## src/rtl/i2c_txn_arbiter_if.sv

```systemverilog
// rtl/i2c_txn_arbiter_if.sv - requester and I2C controller signal bundle of the transaction arbiter
interface i2c_txn_arbiter_if;
    logic [1:0]  req_valid;
    logic [1:0]  req_ready;
    logic [1:0]  req_rw;
    logic [13:0] req_addr;
    logic [15:0] req_reg;
    logic [15:0] req_wdata;
    logic        rsp_valid;
    logic        rsp_id;
    logic [7:0]  rsp_rdata;
    logic        rsp_nack;
    logic        i2c_start;
    logic        i2c_stop;
    logic        i2c_rwbit;
    logic [6:0]  i2c_periphAddr;
    logic [7:0]  i2c_txBuffer;
    logic [7:0]  i2c_rxBuffer;
    logic        i2c_busy;
    logic        i2c_loading;
    logic        i2c_starting;
    logic        i2c_nack;

    modport slave (
        input  req_valid, req_rw, req_addr, req_reg, req_wdata,
        input  i2c_rxBuffer, i2c_busy, i2c_loading, i2c_starting, i2c_nack,
        output req_ready, rsp_valid, rsp_id, rsp_rdata, rsp_nack,
        output i2c_start, i2c_stop, i2c_rwbit, i2c_periphAddr, i2c_txBuffer
    );

    modport master (
        output req_valid, req_rw, req_addr, req_reg, req_wdata,
        output i2c_rxBuffer, i2c_busy, i2c_loading, i2c_starting, i2c_nack,
        input  req_ready, rsp_valid, rsp_id, rsp_rdata, rsp_nack,
        input  i2c_start, i2c_stop, i2c_rwbit, i2c_periphAddr, i2c_txBuffer
    );
endinterface

```

## src/rtl/i2c_txn_arbiter.sv

```systemverilog
// rtl/i2c_txn_arbiter.sv - two-port round-robin register write/read sequencer for the I2C controller
// Define I2C_SEQ_TIMEOUT_EN to abort any transaction stalled in one state for TIMEOUT_CYCLES.
module i2c_txn_arbiter #(
    parameter int unsigned TIMEOUT_CYCLES = 1_000_000
) (
    input logic              clk,
    input logic              rst_n,
    i2c_txn_arbiter_if.slave bus
);

    typedef enum logic [3:0] {
        ST_IDLE,
        ST_W_START,
        ST_W_REG,
        ST_W_DATA,
        ST_WAIT_IDLE,
        ST_R_START,
        ST_R_DATA,
        ST_ABORT,
        ST_RESP
    } state_e;

    state_e      state_q, state_d;
    logic        last_q, last_d;
    logic        id_q, id_d;
    logic        rw_q, rw_d;
    logic [6:0]  addr_q, addr_d;
    logic [7:0]  reg_q, reg_d;
    logic [7:0]  wdata_q, wdata_d;
    logic [7:0]  rdata_q, rdata_d;
    logic        nack_q, nack_d;
    logic        rd_done_q, rd_done_d;
    logic [1:0]  ready_q, ready_d;

    logic        grant;
    logic        active;
    logic        timeout;

    // Contention goes to the port not served last; a lone requester always wins.
    always_comb begin
        if (bus.req_valid == 2'b11) begin
            grant = ~last_q;
        end else begin
            grant = bus.req_valid[1];
        end
    end

    assign active = (state_q == ST_W_START) || (state_q == ST_W_REG) ||
                    (state_q == ST_W_DATA)  || (state_q == ST_WAIT_IDLE) ||
                    (state_q == ST_R_START) || (state_q == ST_R_DATA);

`ifdef I2C_SEQ_TIMEOUT_EN
    localparam int unsigned CNT_W = $clog2(TIMEOUT_CYCLES + 1);

    logic [CNT_W-1:0] cnt_q, cnt_d;

    assign timeout = (state_q != ST_IDLE) && (state_q != ST_RESP) &&
                     (cnt_q >= CNT_W'(TIMEOUT_CYCLES - 1));

    always_comb begin
        cnt_d = cnt_q + CNT_W'(1);
        if (state_d != state_q) begin
            cnt_d = '0;
        end
    end

    always_ff @(posedge clk or negedge rst_n) begin
        if (!rst_n) begin
            cnt_q <= '0;
        end else begin
            cnt_q <= cnt_d;
        end
    end
`else
    logic unused_timeout_cfg;

    assign timeout            = 1'b0;
    assign unused_timeout_cfg = ^TIMEOUT_CYCLES;
`endif

    always_comb begin
        state_d   = state_q;
        last_d    = last_q;
        id_d      = id_q;
        rw_d      = rw_q;
        addr_d    = addr_q;
        reg_d     = reg_q;
        wdata_d   = wdata_q;
        rdata_d   = rdata_q;
        nack_d    = nack_q;
        rd_done_d = rd_done_q;
        ready_d   = 2'b00;

        bus.req_ready      = ready_q;
        bus.rsp_valid      = 1'b0;
        bus.rsp_id         = 1'b0;
        bus.rsp_rdata      = 8'h00;
        bus.rsp_nack       = 1'b0;
        bus.i2c_start      = 1'b0;
        bus.i2c_stop       = 1'b0;
        bus.i2c_rwbit      = 1'b0;
        bus.i2c_txBuffer   = 8'h00;
        bus.i2c_periphAddr = (state_q == ST_IDLE) ? 7'd0 : addr_q;

        case (state_q)
            ST_IDLE: begin
                if (|bus.req_valid) begin
                    ready_d   = grant ? 2'b10 : 2'b01;
                    last_d    = grant;
                    id_d      = grant;
                    rw_d      = grant ? bus.req_rw[1]       : bus.req_rw[0];
                    addr_d    = grant ? bus.req_addr[13:7]  : bus.req_addr[6:0];
                    reg_d     = grant ? bus.req_reg[15:8]   : bus.req_reg[7:0];
                    wdata_d   = grant ? bus.req_wdata[15:8] : bus.req_wdata[7:0];
                    rdata_d   = 8'h00;
                    nack_d    = 1'b0;
                    rd_done_d = 1'b0;
                    state_d   = ST_W_START;
                end
            end
            // A read sends only the register byte in its first phase, so stop rides with it.
            ST_W_START: begin
                bus.i2c_start    = 1'b1;
                bus.i2c_txBuffer = reg_q;
                bus.i2c_stop     = rw_q;
                if (bus.i2c_starting) begin
                    state_d = ST_W_REG;
                end
            end
            ST_W_REG: begin
                bus.i2c_txBuffer = reg_q;
                bus.i2c_stop     = rw_q;
                if (bus.i2c_loading) begin
                    state_d = rw_q ? ST_WAIT_IDLE : ST_W_DATA;
                end
            end
            ST_W_DATA: begin
                bus.i2c_txBuffer = wdata_q;
                bus.i2c_stop     = 1'b1;
                if (bus.i2c_loading) begin
                    state_d = ST_WAIT_IDLE;
                end
            end
            ST_WAIT_IDLE: begin
                bus.i2c_stop = 1'b1;
                if (!bus.i2c_busy) begin
                    state_d = (rw_q && !rd_done_q) ? ST_R_START : ST_RESP;
                end
            end
            ST_R_START: begin
                bus.i2c_start = 1'b1;
                bus.i2c_rwbit = 1'b1;
                bus.i2c_stop  = 1'b1;
                if (bus.i2c_starting) begin
                    state_d = ST_R_DATA;
                end
            end
            ST_R_DATA: begin
                bus.i2c_rwbit = 1'b1;
                bus.i2c_stop  = 1'b1;
                if (bus.i2c_loading) begin
                    rdata_d   = bus.i2c_rxBuffer;
                    rd_done_d = 1'b1;
                    state_d   = ST_WAIT_IDLE;
                end
            end
            ST_ABORT: begin
                bus.i2c_stop = 1'b1;
                if (!bus.i2c_busy) begin
                    state_d = ST_RESP;
                end
            end
            ST_RESP: begin
                bus.rsp_valid = 1'b1;
                bus.rsp_id    = id_q;
                bus.rsp_rdata = rdata_q;
                bus.rsp_nack  = nack_q;
                state_d       = ST_IDLE;
            end
            default: begin
                state_d = ST_IDLE;
            end
        endcase

        // NACK overrides any byte the controller reports in the same cycle.
        if (active && bus.i2c_nack) begin
            bus.i2c_start = 1'b0;
            bus.i2c_stop  = 1'b1;
            nack_d        = 1'b1;
            rdata_d       = 8'h00;
            state_d       = ST_ABORT;
        end

        // The watchdog does not wait for the bus to go idle.
        if (timeout) begin
            bus.i2c_start = 1'b0;
            bus.i2c_stop  = 1'b1;
            nack_d        = 1'b1;
            rdata_d       = 8'h00;
            state_d       = ST_RESP;
        end
    end

    always_ff @(posedge clk or negedge rst_n) begin
        if (!rst_n) begin
            state_q   <= ST_IDLE;
            last_q    <= 1'b1;
            id_q      <= 1'b0;
            rw_q      <= 1'b0;
            addr_q    <= 7'd0;
            reg_q     <= 8'h00;
            wdata_q   <= 8'h00;
            rdata_q   <= 8'h00;
            nack_q    <= 1'b0;
            rd_done_q <= 1'b0;
            ready_q   <= 2'b00;
        end else begin
            state_q   <= state_d;
            last_q    <= last_d;
            id_q      <= id_d;
            rw_q      <= rw_d;
            addr_q    <= addr_d;
            reg_q     <= reg_d;
            wdata_q   <= wdata_d;
            rdata_q   <= rdata_d;
            nack_q    <= nack_d;
            rd_done_q <= rd_done_d;
            ready_q   <= ready_d;
        end
    end

endmodule
```

## src/flat_wrapper.sv

```systemverilog
// flat-port wrapper written by rule: the top's interface ports become plain ports
module i2c_txn_arbiter_flat 
#(
    parameter int unsigned TIMEOUT_CYCLES = 1_000_000
)
  (clk, rst_n, bus_req_valid, bus_req_rw, bus_req_addr, bus_req_reg, bus_req_wdata, bus_i2c_rxBuffer, bus_i2c_busy, bus_i2c_loading, bus_i2c_starting, bus_i2c_nack, bus_req_ready, bus_rsp_valid, bus_rsp_id, bus_rsp_rdata, bus_rsp_nack, bus_i2c_start, bus_i2c_stop, bus_i2c_rwbit, bus_i2c_periphAddr, bus_i2c_txBuffer);
  i2c_txn_arbiter_if bus_i ();
  input logic clk;
  input logic rst_n;
  input wire logic [$bits(bus_i.req_valid)-1:0] bus_req_valid;
  input wire logic [$bits(bus_i.req_rw)-1:0] bus_req_rw;
  input wire logic [$bits(bus_i.req_addr)-1:0] bus_req_addr;
  input wire logic [$bits(bus_i.req_reg)-1:0] bus_req_reg;
  input wire logic [$bits(bus_i.req_wdata)-1:0] bus_req_wdata;
  input wire logic [$bits(bus_i.i2c_rxBuffer)-1:0] bus_i2c_rxBuffer;
  input wire logic [$bits(bus_i.i2c_busy)-1:0] bus_i2c_busy;
  input wire logic [$bits(bus_i.i2c_loading)-1:0] bus_i2c_loading;
  input wire logic [$bits(bus_i.i2c_starting)-1:0] bus_i2c_starting;
  input wire logic [$bits(bus_i.i2c_nack)-1:0] bus_i2c_nack;
  output wire logic [$bits(bus_i.req_ready)-1:0] bus_req_ready;
  output wire logic [$bits(bus_i.rsp_valid)-1:0] bus_rsp_valid;
  output wire logic [$bits(bus_i.rsp_id)-1:0] bus_rsp_id;
  output wire logic [$bits(bus_i.rsp_rdata)-1:0] bus_rsp_rdata;
  output wire logic [$bits(bus_i.rsp_nack)-1:0] bus_rsp_nack;
  output wire logic [$bits(bus_i.i2c_start)-1:0] bus_i2c_start;
  output wire logic [$bits(bus_i.i2c_stop)-1:0] bus_i2c_stop;
  output wire logic [$bits(bus_i.i2c_rwbit)-1:0] bus_i2c_rwbit;
  output wire logic [$bits(bus_i.i2c_periphAddr)-1:0] bus_i2c_periphAddr;
  output wire logic [$bits(bus_i.i2c_txBuffer)-1:0] bus_i2c_txBuffer;
  assign bus_i.req_valid = bus_req_valid;
  assign bus_i.req_rw = bus_req_rw;
  assign bus_i.req_addr = bus_req_addr;
  assign bus_i.req_reg = bus_req_reg;
  assign bus_i.req_wdata = bus_req_wdata;
  assign bus_i.i2c_rxBuffer = bus_i2c_rxBuffer;
  assign bus_i.i2c_busy = bus_i2c_busy;
  assign bus_i.i2c_loading = bus_i2c_loading;
  assign bus_i.i2c_starting = bus_i2c_starting;
  assign bus_i.i2c_nack = bus_i2c_nack;
  assign bus_req_ready = bus_i.req_ready;
  assign bus_rsp_valid = bus_i.rsp_valid;
  assign bus_rsp_id = bus_i.rsp_id;
  assign bus_rsp_rdata = bus_i.rsp_rdata;
  assign bus_rsp_nack = bus_i.rsp_nack;
  assign bus_i2c_start = bus_i.i2c_start;
  assign bus_i2c_stop = bus_i.i2c_stop;
  assign bus_i2c_rwbit = bus_i.i2c_rwbit;
  assign bus_i2c_periphAddr = bus_i.i2c_periphAddr;
  assign bus_i2c_txBuffer = bus_i.i2c_txBuffer;
  i2c_txn_arbiter #(.TIMEOUT_CYCLES(TIMEOUT_CYCLES)) u_core (.clk(clk), .rst_n(rst_n), .bus(bus_i));
endmodule
```

## config.mk

```make
export PLATFORM = sky130hd
export DESIGN_NAME = i2c_txn_arbiter_flat
export DESIGN_NICKNAME = d
export VERILOG_FILES = /design/src/rtl/i2c_txn_arbiter_if.sv /design/src/rtl/i2c_txn_arbiter.sv /design/src/flat_wrapper.sv
export SDC_FILE = /design/constraint.sdc
export NUM_CORES = 1
export LEC_CHECK = 0
export ABC_CLOCK_PERIOD_IN_PS = 1900
export CORE_MARGIN = 3
export CORE_UTILIZATION = 43
export CTS_CLUSTER_DIAMETER = 50
export DETAILED_ROUTE_END_ITERATION = 10
export GPL_TIMING_DRIVEN = 0
export PLACE_DENSITY = 0.8
export SETUP_SLACK_MARGIN = 0.1
export SYNTH_ARGS = -nofsm -noshare
export SYNTH_HDL_FRONTEND = slang
export SYNTH_SLANG_ARGS = --single-unit
```

## constraint.sdc

```tcl
create_clock -name clk -period 1.9 [get_ports clk]
set_input_delay 0.19 -clock clk [delete_from_list [all_inputs] [get_ports clk]]
set_output_delay 0.19 -clock clk [all_outputs]
set_load 0.05 [all_outputs]
```

==> results of run 1 <==
[per-stage QoR]
| step | TNS [ns] | cells |
|---|---|---|
| floorplan | -0.271 | 227 |
| global placement | -30.55 | 391 |
| detailed placement | -12.67 | 392 |
| CTS | 0 | 415 |
| global route | -0.375 | 425 |
| finish | 0 | 425 |
[kinds of logic after synthesis]
group | after synthesis | share of synthesized area [%]
and+or+nand+nor | 67 | 17.1
buffers and inverters | 49 | 11.2
DFF | 42 | 45.6
xor gates and xnor gates | 1 | 0.380
AOI/OAI and AO/OA | 59 | 21.8
muxes | 9 | 3.90
[area by class of cell]
class                           instances  area [um2]
Buffer                                 20         214
Clock buffer                            5        68.8
Clock inverter                          3        21.3
Fill cell                             337        1120
Inverter                               28         105
Multi-Input combinational cell        136        1200
Sequential cell                        42        1060
Tap cell                               70        87.6
Timing Repair Buffer                  121        1270
[cell usage after synthesis, types with 6 or more instances]
master,n
a21oi_1,12
a222oi_1,24
a22o_1,8
and3_1,13
buf_2,6
dfrtp_1,41
inv_1,28
mux2i_1,9
nand2_1,6
nor2_1,23
[flip-flops by register name, summed over array words and instances, names as in the netlist]
register              count
u_core.addr_q             7
u_core.wdata_q            8
u_core.state_q            4
u_core.nack_q             1
u_core.reg_q              8
u_core.id_q               1
u_core.rw_q               1
u_core.rd_done_q          1
u_core.rdata_q            8
u_core.bus.req_ready      2
u_core.last_q             1
[routing by layer]
| metal | part of all wire (%) | up-vias |
|---|---|---|
| met1 | 38 | 1157 |
| met4 | 1.8 | 0 |
| li1 | - | 1082 |
| met3 | 8.2 | 15 |
| met5 | 0 | - |
| met2 | 52 | 117 |
[worst register-to-register path, cell delays in order, from the launching register on]
cell,delay (ns)
dfrtp_2,0.46
nor4_4,0.38
buf_6,0.18
o21ai_4,0.07
buf_6,0.14
buf_8,0.13
a222oi_1,0.30
inv_1,0.09
[power by group through the flow]
stage                     Clock [mW]  Sequential (mW)  Combinational [mW]
after floorplan                    0             1.50                2.28
after global placement             0             1.55                3.07
after detailed placement           0             1.57                3.14
after CTS                      0.597             1.57                3.47
after global routing           0.638             1.64                4.48
final                          0.595             1.60                4.22
[worst paths after layout]
path	from	endpoint	depth (start not counted)	slack, ns
setup / recovery	u_core.state_q[1]$_DFFE_PN0P_	bus_i2c_periphAddr[2]	4	0.02
hold / removal	rst_n	u_core.rdata_q[4]$_DFFE_PN0P_	2	0.22
setup reg to reg	u_core.state_q[1]$_DFFE_PN0P_	u_core.wdata_q[2]$_DFFE_PN0P_	7	0.03
hold reg to reg	u_core.addr_q[1]$_DFFE_PN0P_	u_core.addr_q[1]$_DFFE_PN0P_	2	0.49
max in group asynchronous	rst_n	u_core.last_q$_DFFE_PN1P_	3	1.20
min in group clk	bus_req_wdata[13]	u_core.wdata_q[5]$_DFFE_PN0P_	3	0.49
[what timing repair did]
action	CTS	global route
hold buffers	1	0
pin swaps	3	22
setup buffers	14	8
endpoints found under the setup margin	61	67
gates cloned	1	2
hold endpoints to repair	41	0
gates resized for setup	199	86
==> impl_metrics.tcl, run 1 <==
set metrics [dict create \
    synth_seq_area_share_pct 45.6 \
    core-area_um2 5140 \
    ys_async_sr_fraction_pct 100 \
    worstPathMaxFanout 5 \
    synth_nets 291 \
    setup_crit_start_kind "flop" \
    drt-total-wl_um 7950 \
    dr_total_vias 2371 \
    drt_first_iter_violations 265 \
    tritoncts "done" \
    required_ns 1.71 \
    final_period_util_pct 99.0 \
    hp-class "primary input to asynchronous set/reset pin" \
    port_buffers 94 \
    p_sw_mw 2.92 \
    commonest_cells_after_routing_fill_and_taps_aside "clkdlybuf4s50_1 (64), dfrtp_1 (38), buf_6 (31), inv_1 (28), a222oi_1 (24)" \
    critical-path-max-stage-delay_ns 0.46 \
    endpoint_kind "primary output" \
    detailedRoute.firstPassIterationCount 7 \
    die_width_um 79.3 \
    seq_power_share_pct 24.9 \
    power.ir.vdd_worst_v 0.00100 \
    detailed_place.area_um2 3370 \
    cts.htree.levels 2 \
    swShare_pct 45.6 \
    die_area_um2 6280 \
    cts.reportedPaths.clkPinSlew_ns 0.09 \
    dpl.hpwl_um 4900 \
    largest_net_degree_at_the_start_of_global_routing 40 \
    yosys_warnings 0 \
    post-route-worst-setup-slack_ns 0.0199 \
    num_antenna_cells 0 \
    initial_core_util_pct 44.9 \
    synth.cell_area_um2 2310 \
    overflow 0 \
    fin_nets 418 \
    post_route_utilization_pct 78.3 \
    slew-limit-headroom_pct 64.0 \
    synth_largest_type_area_fraction_pct 44.5 \
    power_per_cell_area_nw_per_um2 1600 \
    postSynthAreaPerCell_um2 10.2 \
    synth_enable_flop_cells 0 \
    wl_per_cell_um 18.7 \
    track_usage_pct 22.9 \
    max_freq_mhz 532 \
    critPathBufInv 2 \
    clk_path_buf_depth 2 \
    max_slew.worst_pin.slew_ns 0.539 \
    synth_cell_types 46 \
    combPwrFrac_pct 65.8 \
    synth.area.top_cells "dfrtp_1 (44%), a222oi_1 (10%), inv_1 (4.6%)" \
    design.portCount 95 \
    m1_gr_usage_pct 27.9 \
    worst_hold_slack_ns 0.220 \
    final-hold-violation-count 0 \
    final.min_clock_period_ns 1.88 \
    max_cap_viol_count 0 \
    routed_via_density 5.58 \
    final_max_slew_viols 0 \
    synth-main-ff-cell "dfrtp_1" \
    criticalPathCategory "flop to primary output" \
    grt_busiest_layer "met2" \
    synth_largest_area_cell "dfrtp_1" \
    share_clk_of_total_power_pct 9.3 \
    cts_made_buffers 5 \
    dpl_worst_slack_ns -0.651 \
    fin_worst_skew_ns 0.0138 \
    p_leak_nw 1.92 \
    drive_gt1_share_pct 34.9 \
    placementRows 26 \
    synthCells 227 \
    outcome "finished, final reports clean" \
    place.gp.congestion 0.875 \
    arrival_ns 1.69 \
    detail_route.drc_violations 0 \
    leading_cell_type_in_the_layout_fill_and_taps_excluded "clkdlybuf4s50_1" \
    antenna_found_initial 0 \
    clock_sinks 42 \
    clock_insertion_delay_worst_skew_ns 0.30 \
    path_cells "nor4_4, buf_4, and2b_1, buf_6" \
    grtUsageMet2_pct 39.3 \
    groute.layer.met3.usage_pct 7.26 \
    cts.root.buffer_cell "clkbuf_8" \
    global_route_wire_length_before_repair_um 11300 \
    internal_power_mw 3.49 \
    grt_pass1_vias 2308 \
    final_design_area_no_fill_um2 4020 \
    postRouteAntennaNets 0 \
    grt_setup_unrepaired "true" \
    dieHeight_um 79.3 \
    cpLargestDelayFamily "simple AND/OR/NAND/NOR gates" \
    finalSetupViolations 0 \
    fin_total_pwr_mw 6.42 \
    timing.critical_path.slowest_stage_cell "dfrtp_2" \
    postSynthRegisterBits 42 \
    flow.area_growth_from_synthesis_pct 74.3 \
]
Note: power is estimated with default switching activity, not from simulation.
==> run 2: changes to the inputs <==
GPL_TIMING_DRIVEN = 1   (was 0)
SKIP_LAST_GASP = 1   (was unset)
==> impl_metrics.tcl, run 2 (synthesis gave the netlist of run 1 again) <==
set metrics [dict create \
    outcome "complete, but fails checks" \
    failing_checks "negative setup slack" \
    fin_total_pwr_mw 6.45 \
    track_usage_pct 22.4 \
    cts.htree.levels 2 \
    leading_cell_type_in_the_layout_fill_and_taps_excluded "clkdlybuf4s50_1" \
    cts_made_buffers 5 \
    worstPathMaxFanout 4 \
    clk_path_buf_depth 2 \
    design.portCount 95 \
    required_ns 2.10 \
    core-area_um2 5140 \
    top_regs "u_core.rdata_q (8), u_core.reg_q (8), u_core.wdata_q (8)" \
    grt_pass1_vias 2349 \
    worst-r2r-setup-slack_ns -0.03 \
    cts.root.buffer_cell "clkbuf_8" \
    groute.layer.met3.usage_pct 6.69 \
    final_max_slew_viols 0 \
    arrival_ns 2.13 \
    wl_per_cell_um 18.3 \
    num_antenna_cells 0 \
    final_design_area_no_fill_um2 4110 \
    die_area_um2 6280 \
    max_slew.worst_pin.slew_ns 0.577 \
    drt-total-wl_um 7630 \
    fillCellCount 316 \
    flow.area_growth_from_synthesis_pct 78.3 \
    slew-limit-headroom_pct 61.4 \
    finalSetupViolations 1 \
    dpl.hpwl_um 4800 \
    port_buffers 94 \
    grt_setup_unrepaired "true" \
    multiInputGateArea_um2 1230 \
    hp-class "primary input to asynchronous set/reset pin" \
    commonest_cells_after_routing_fill_and_taps_aside "clkdlybuf4s50_1 (64), dfrtp_1 (38), inv_1 (27), buf_12 (25), buf_4 (25)" \
    drt_first_iter_violations 312 \
    swShare_pct 45.1 \
    clock_insertion_delay_worst_skew_ns 0.29 \
    largest_net_degree_at_the_start_of_global_routing 28 \
    postRouteAntennaNets 0 \
    dr_total_vias 2360 \
    p_sw_mw 2.91 \
    m1_gr_usage_pct 25.9 \
    overflow 0 \
    crit-reg2reg-capture "u_core.state_q[1]$_DFFE_PN0P_" \
    setup_crit_start_kind "flop" \
    fin_worst_skew_ns 0.00748 \
    power.ir.vdd_worst_v 0.00100 \
    combPwrFrac_pct 66.4 \
    routed_via_density 5.65 \
    worst_reg2reg_path_length_in_cells 6 \
    antenna_found_initial 0 \
    regArea_um2 1060 \
    dp.cells 389 \
    die_width_um 79.3 \
    cts.reportedPaths.clkPinSlew_ns 0.08 \
    drive_gt1_share_pct 36.8 \
    p_leak_nw 1.89 \
    fin_nets 412 \
    tritoncts "done" \
    criticalPathCategory "flop to flop" \
    dpl_worst_slack_ns 0.135 \
    final-hold-violation-count 0 \
    global_route_wire_length_before_repair_um 11100 \
    dieHeight_um 79.3 \
    internal_power_mw 3.54 \
    grt_busiest_layer "met2" \
    final_period_util_pct 102 \
    max_freq_mhz 517 \
    detailed_place.area_um2 3580 \
    crit-reg2reg-launch "u_core.state_q[0]$_DFFE_PN0P_" \
    detail_route.drc_violations 0 \
    final.min_clock_period_ns 1.93 \
    power_per_cell_area_nw_per_um2 1570 \
    place.gp.congestion 0.886 \
    post-route-worst-setup-slack_ns -0.0337 \
    seq_power_share_pct 25.2 \
    finalNonFillerCells 418 \
    endpoint_kind "flop" \
    detailedRoute.firstPassIterationCount 7 \
    grtUsageMet2_pct 40.0 \
    clock_sinks 42 \
    initial_core_util_pct 44.9 \
    max_cap_viol_count 0 \
    post_route_setup_tns_ns -0.0337 \
    share_clk_of_total_power_pct 8.4 \
    placementRows 26 \
]
==> run 2: changes by cell type in the layout (fill, tap and decap cells not counted), sizes merged <==
| cell | delta |
|---|---|
| buf | -4 |
| clkbuf | -2 |
| clkinv | -2 |
| clkinvlp | +2 |
| inv | -1 |
==> run 2: critical path, stage by stage (launching register included) <==
cell and delay [ns]:
dfrtp_2 0.43, buf_4 0.16, buf_4 0.15, a21bo_1 0.17, a2111oi_1 0.59, a21oi_1 0.13
a32oi_1 0.23
==> run 2: stage by stage <==
stage,hold slack (ns),util (%)
after floorplan,-0.106,-
after global placement,0.200,69.6
after detailed placement,0.199,69.6
after CTS,0.424,74.4
after global routing,0.461,80.0
final,0.436,80.0
==> run 2: per-layer routing <==
metal	part of all wire (%)	wire, um	vias to the layer above
met1	37	2810	1170
met3	7.7	586	13
met4	1.5	113	0
met5	0	0	-
li1	-	-	1076
met2	54	4130	101
==> run 2: final cells by class <==
type,instances,share of cell area (%)
repair buffers,134,37.5
multi-input cells,136,29.9
flip-flops and latches,42,25.7
inverters,28,2.65
well taps,70,2.13
clock buffers,6,1.76
clock inverters,1,0.182
repair inverters,1,0.182
==> run 2: how the worst max path moves through the flow <==
stage                                       start                            end  slack, ns  cells past startpoint
finish              u_core.state_q[0]$_DFFE_PN0P_  u_core.state_q[1]$_DFFE_PN0P_      -0.03                      6
global route        u_core.state_q[0]$_DFFE_PN0P_  u_core.state_q[1]$_DFFE_PN0P_      -0.19                      6
CTS                 u_core.state_q[1]$_DFFE_PN0P_          bus_i2c_periphAddr[4]      0.007                      5
detailed placement                   bus_i2c_nack  u_core.state_q[1]$_DFFE_PN0P_       0.14                      5
global placement    u_core.state_q[1]$_DFFE_PN0P_  u_core.rdata_q[2]$_DFFE_PN0P_       0.16                      5
floorplan           u_core.state_q[3]$_DFFE_PN0P_            bus_i2c_txBuffer[1]      -0.04                      4
==> run 2: timing repair <==
action,CTS,global route
cloned,1,3
hold buffers,1,0
pin swaps,4,34
gates resized for setup,29,46
setup endpoints to repair,27,61
setup buffers,7,10
endpoints found under the hold margin,21,0
==> run 2: power groups by stage <==
stage / Combinational, mW / Sequential, mW / Clock [mW]
finish: 4.28 / 1.63 / 0.542
global route: 4.57 / 1.67 / 0.592
CTS: 3.71 / 1.57 / 0.548
detailed placement: 3.37 / 1.58 / 0
global placement: 3.30 / 1.57 / 0
floorplan: 2.28 / 1.50 / 0
